$ cat config.mk
export PLATFORM = sky130hd
export DESIGN_NAME = accum_unit_p
export DESIGN_NICKNAME = d
export VERILOG_FILES = /design/src/rtl/accum_pkg.sv /design/src/rtl/accum_unit_p_addsub.sv /design/src/rtl/accum_unit_p.sv
export SDC_FILE = /design/constraint.sdc
export NUM_CORES = 1
export LEC_CHECK = 0
export CAP_MARGIN = 20
export CORE_AREA = 2 2 60 62
export DETAILED_ROUTE_END_ITERATION = 7
export DIE_AREA = 0 0 62 64
export PLACE_DENSITY = 0.85
export SLEW_MARGIN = 20
export SYNTH_ARGS = -nofsm -noshare
export SYNTH_HDL_FRONTEND = slang
export SYNTH_HIERARCHICAL = 1
export SYNTH_SLANG_ARGS = --single-unit
$ cat constraint.sdc
create_clock -name i_clock -period 3.5 [get_ports i_clock]
set_input_delay 0.7 -clock i_clock [delete_from_list [all_inputs] [get_ports i_clock]]
set_output_delay 0.7 -clock i_clock [all_outputs]
set_load 0.005 [all_outputs]
$ cat src/rtl/accum_pkg.sv
// Shared definitions for the pipelined accumulator: operation encoding and
// saturation limit helpers.
package accum_pkg;

  // Operation encoding for the Sub input / registered Sub_r.
  localparam logic OP_ADD = 1'b0;
  localparam logic OP_SUB = 1'b1;

  // Largest signed value representable in w bits (w <= 64), zero-extended.
  function automatic logic [63:0] sat_max(input int w);
    logic [63:0] m;
    m = 64'd1 << (w - 1);
    return m - 64'd1;
  endfunction

  // Most negative signed value in w bits (w <= 64), as a w-bit pattern.
  function automatic logic [63:0] sat_min(input int w);
    return 64'd1 << (w - 1);
  endfunction

endpackage

$ cat src/rtl/accum_unit_p_addsub.sv
// Combinational add/subtract core. Subtraction is done as S + ~A + 1 so the
// carry-out reads as "no borrow" for subtracts.
module addsub_core
  import accum_pkg::*;
#(
  parameter int WIDTH = 8
) (
  input  logic [WIDTH-1:0] i_s,
  input  logic [WIDTH-1:0] i_a,
  input  logic             i_sub,
  output logic [WIDTH-1:0] o_r,
  output logic             o_c,
  output logic             o_ovf
);

  logic [WIDTH-1:0] w_b;
  logic [WIDTH:0]   w_sum;

  // Effective addend, full-width sum, and signed overflow detection.
  always_comb begin
    w_b   = (i_sub == OP_SUB) ? ~i_a : i_a;
    w_sum = {1'b0, i_s} + {1'b0, w_b} + {{WIDTH{1'b0}}, i_sub};
    o_r   = w_sum[WIDTH-1:0];
    o_c   = w_sum[WIDTH];
    // Overflow: operands share a sign and the result sign differs from it.
    o_ovf = (i_s[WIDTH-1] == w_b[WIDTH-1]) && (w_sum[WIDTH-1] != i_s[WIDTH-1]);
  end

endmodule

$ cat src/rtl/accum_unit_p.sv
// Two-stage accumulator. Stage 1 registers the operand and operation; stage 2
// folds it into the running sum S. Back-to-back ops chain through S directly,
// so there is no hazard and no stall.
module accum_unit_p
  import accum_pkg::*;
#(
  parameter int WIDTH    = 8,
  parameter int SATURATE = 0,
  parameter int CNT_W    = 4
) (
  input  logic             i_clock,
  input  logic             i_resetn,
  input  logic             i_clear,
  input  logic             i_en,
  input  logic             i_sub,
  input  logic [WIDTH-1:0] i_a,
  output logic [WIDTH-1:0] o_s,
  output logic             o_carry,
  output logic             o_overflow,
  output logic             o_ovf_sticky,
  output logic             o_valid,
  output logic [CNT_W-1:0] o_count
);

  logic [WIDTH-1:0] r_a;
  logic             r_sub;
  logic             r_v1;
  logic [WIDTH-1:0] r_s;
  logic             r_carry;
  logic             r_ovf;
  logic             r_sticky;
  logic             r_valid;
  logic [CNT_W-1:0] r_count;

  logic [WIDTH-1:0] w_r;
  logic             w_c;
  logic             w_ovf;
  logic [WIDTH-1:0] w_s_next;
  logic [WIDTH-1:0] w_max;
  logic [WIDTH-1:0] w_min;

  addsub_core #(.WIDTH(WIDTH)) u_core (
    .i_s   (r_s),
    .i_a   (r_a),
    .i_sub (r_sub),
    .o_r   (w_r),
    .o_c   (w_c),
    .o_ovf (w_ovf)
  );

  // Saturation mux: clamp toward the sign of the old sum when overflow fires.
  always_comb begin
    w_max    = WIDTH'(sat_max(WIDTH));
    w_min    = WIDTH'(sat_min(WIDTH));
    w_s_next = w_r;
    if ((SATURATE != 0) && w_ovf) begin
      w_s_next = r_s[WIDTH-1] ? w_min : w_max;
    end
  end

  // Stage 1: capture operand and operation when a new op is started.
  always_ff @(posedge i_clock or negedge i_resetn) begin
    if (!i_resetn) begin
      r_a   <= '0;
      r_sub <= OP_ADD;
      r_v1  <= 1'b0;
    end else if (i_clear) begin
      r_a   <= '0;
      r_sub <= OP_ADD;
      r_v1  <= 1'b0;
    end else begin
      r_v1 <= i_en;
      if (i_en) begin
        r_a   <= i_a;
        r_sub <= i_sub;
      end
    end
  end

  // Stage 2: update sum, flags and op counter; Valid mirrors stage-1 occupancy.
  always_ff @(posedge i_clock or negedge i_resetn) begin
    if (!i_resetn) begin
      r_s      <= '0;
      r_carry  <= 1'b0;
      r_ovf    <= 1'b0;
      r_sticky <= 1'b0;
      r_valid  <= 1'b0;
      r_count  <= '0;
    end else if (i_clear) begin
      r_s      <= '0;
      r_carry  <= 1'b0;
      r_ovf    <= 1'b0;
      r_sticky <= 1'b0;
      r_valid  <= 1'b0;
      r_count  <= '0;
    end else begin
      r_valid <= r_v1;
      if (r_v1) begin
        r_s      <= w_s_next;
        r_carry  <= w_c;
        r_ovf    <= w_ovf;
        r_sticky <= r_sticky | w_ovf;
        if (!(&r_count)) begin
          r_count <= r_count + 1'b1;
        end
      end
    end
  end

  assign o_s          = r_s;
  assign o_carry      = r_carry;
  assign o_overflow   = r_ovf;
  assign o_ovf_sticky = r_sticky;
  assign o_valid      = r_valid;
  assign o_count      = r_count;

endmodule

==> impl_metrics.csv <==
group,metric,value,unit
run_status,run_status,"finished clean",
setup_path,r2r-start,"r_sub$_DFFE_PN0P_",
timing,post-route-period-util,70.5,%
setup_path,cp-end-kind,"flip-flop",
finish,utilization,58.3,%
global_route,grt_pass1_vias,1190,
synthesis,synth_nets,172,
route,wirelength,3.13,mm
timing,setup_tns,0,ps
synthesis,yosysSeqAreaShare,41.4,%
synthesis,synthTopCellsByArea,"dfrtp_1 41%, mux2i_1 13%, nor2_1 6.4%",
flow_run,drv_cap,0,
power,leakage,0.882,nW
route,drc,0,
global_route,grt_usage,17.9,%
route,dr.pass1.iters,4,
timing,tightest_slew,948,ps
hold_path,holdPathEnd,"o_carry$_DFFE_PN0P_",
floorplanning,num_rows,21,
floorplanning,core_area,0.00328,mm²
cts,cts_resized,0,
setup_path,rrSetupSlack,1030,ps
route,final_antenna_net_count,0,
place,gp_congestion,0.798,
place,dp_hpwl,2.34,mm
global_route,grt_max_degree,29,
global_route,antenna_found_initial,0,
setup_path,path_max_fanout,9,
setup_path,cp_slowest_cell,"dfrtp_1",
power,vdd_drop_max,0.246,mV
cts,ctsHtreeMaxLevel,1,
timing,clock_skew,9.85,ps
floorplanning,die_y,64,µm
timing,setup_violations,0,
synthesis,ys_ff_latch,26,
power,powerDensity,368,mW/mm²
synthesis,yosysUniqueCellTypes,39,
cts,clkSinkCount,26,
synthesis,yosys-top-cells-count,"27 x nor2_1, 26 x dfrtp_1, 20 x mux2i_1",
timing,fin_crit,2470,ps
setup_path,criticalPathCategory,"flip-flop to flip-flop",
route,vias,1191,
power,power,705,µW
synthesis,synth_edf_count,0,
cts,cts_max_path_buffers,2,
cts,clk_latency,330,ps
synthesis,synth_largest_area_cell,"dfrtp_1",
synthesis,syn_avg_cell_area,10.5,µm²
timing,rsz0062_at_grt,"no",
cts,cts_setup_buffers,0,
global_route,grt.overflow.total,0,
synthesis,async_reset_ff_share,100,%
timing,timing.final.max_slew_violations,0,
place,portBuffers,28,
cts,cts_tree,"yes",
synthesis,synth_most_common_cell,"nor2_1",
setup_path,cp_slowest_stage_delay,550,ps
hold_path,min_from,"o_carry$_DFFE_PN0P_",
hold_path,whs_path_depth,2,
setup_path,r2r_cells,8,
finish,layout-drive-gt1-share,6.25,%
synthesis,syn_area,0.00157,mm²
global_route,grt_pass1_wl,5.42,mm
route,drtIter0Drc,36,
setup_path,cp.required,3690,ps
timing,relSlewSlack,36.6,%
synthesis,synthCells,150,
floorplanning,start_util,47.9,%
cts,cts_root_buf,"clkbuf_4",
hold_path,hold_path_class,"flip-flop to flip-flop",
setup_path,crit_start,"r_sub$_DFFE_PN0P_",
setup_path,crit_path_start_kind,"flip-flop",
route,vias_per_cell,5.36,
cts,postCtsHoldBufs,0,
finish,n_antenna_cell,0,
synthesis,synth_top_cell_area_share,41.4,%
finish,area_delta_synth_final,21.7,%
setup_path,cp.arrival,2660,ps
cts,cts_buffers,3,
setup_path,reg2reg_to,"o_ovf_sticky$_DFFE_PN0P_",
setup_path,worstPathCellList,"xor2_1 -> ha_1 -> a211oi_1 -> nor4_1 -> a311oi_1 -> nand3_1 -> a21oi_1 -> nor2_1",
timing,fmax,405,MHz
cts,path_clk_slew,150,ps
route,wire_per_inst,14.1,µm
floorplanning,ioPinCount,29,
floorplanning,die-area,0.00397,mm²
synthesis,yosys_warnings,6,
finish,num-nets-final,199,
synthesis,synth_flop_cell,"dfrtp_1",
timing,hold_viol,0,
floorplanning,die_w,62,µm
## stage by stage
stage / cell area (µm²) / hold slack [ps] / worst slack [ps] / cells
3_5_place_dp: 1860 / 521 / 1080 / 218
4_1_cts: 1910 / 555 / 1060 / 222
5_1_grt: 1910 / 591 / 882 / 222
3_3_place_gp: 1860 / 504 / 1210 / 218
6_report: 1910 / 555 / 1030 / 222
2_1_floorplan: 1570 / 404 / 1410 / 150
## worst max-delay path by stage
stage,endpoint,slack (ps),depth (start not counted)
finish,o_ovf_sticky$_DFFE_PN0P_,1030,8
global placement,o_ovf_sticky$_DFFE_PN0P_,1210,8
global route,o_ovf_sticky$_DFFE_PN0P_,880,8
CTS,o_ovf_sticky$_DFFE_PN0P_,1060,8
floorplan,o_ovf_sticky$_DFFE_PN0P_,1410,9
detailed placement,o_ovf_sticky$_DFFE_PN0P_,1080,8
## critical path, delay by kind of cell, from the launching register on
family	cells	cell delay [ps]
AO/OA/AOI/OAI	3	920
XOR/XNOR	1	220
adder cells (fa/ha/maj)	1	360
flip-flops	1	550
AND/OR/NAND/NOR	3	300
## cell type report
class                   instances  area (µm²)
repair buffers                 29         288
fillers                       289        1370
inverters                       5        21.3
well taps                      46        57.6
clock inverters                 1        30.0
flip-flops and latches         26         651
clock buffers                   3        22.5
multi-input cells             112         845
## placed cells by master, fill, tap and decap left out
cell	count
nor2b_1	3
mux2_1	1
nor4_1	1
bufinv_16	1
dfrtp_1	26
inv_1	4
and4b_1	1
mux2i_2	1
inv_4	1
nand2_1	2
o211ai_1	1
a211oi_1	2
o21bai_1	1
o21ai_0	3
o21ai_2	1
clkdlybuf4s50_1	28
o31a_1	1
o31ai_1	1
nand3_1	2
ha_1	8
a21o_2	1
a21boi_1	1
a31oi_4	1
nand4_1	1
mux2i_1	20
a311oi_1	1
and2_1	2
a41oi_1	1
xnor2_1	3
o21a_1	2
buf_4	1
nor2_1	27
nand2b_1	3
clkbuf_4	3
nor3b_1	1
a21oi_1	5
a221oi_2	1
fa_1	1
xor2_1	9
nor3_1	3
## power by group
part	internal, mW	switching, mW
registers	0.316	0.0201
clock network	0.116	0.0916
logic	0.0834	0.0787
## state kept, by name (all words and copies together) (netlist names)
name,flops
o_ovf_sticky,1
r_sub,1
o_s,8
o_overflow,1
o_carry,1
r_a,8
o_valid,1
r_v1,1
o_count,4
## routing by layer
metal	GRT usage, %	wire length [µm]
met3	5.47	212
met5	0	0
met2	27.9	1530
met1	23.7	1370
met4	4.79	26
## logic make-up after synthesis
family	after synthesis	synth area share, %
and+or+nand+nor	46	13.6
DFF	26	41.4
AOI/OAI and AO/OA	23	11.5
muxes	22	14.3
xor gates and xnor gates	12	6.68
buffers and inverters	12	4.93
adders and majority gates	9	7.64
(Power assumes the default switching activity.)
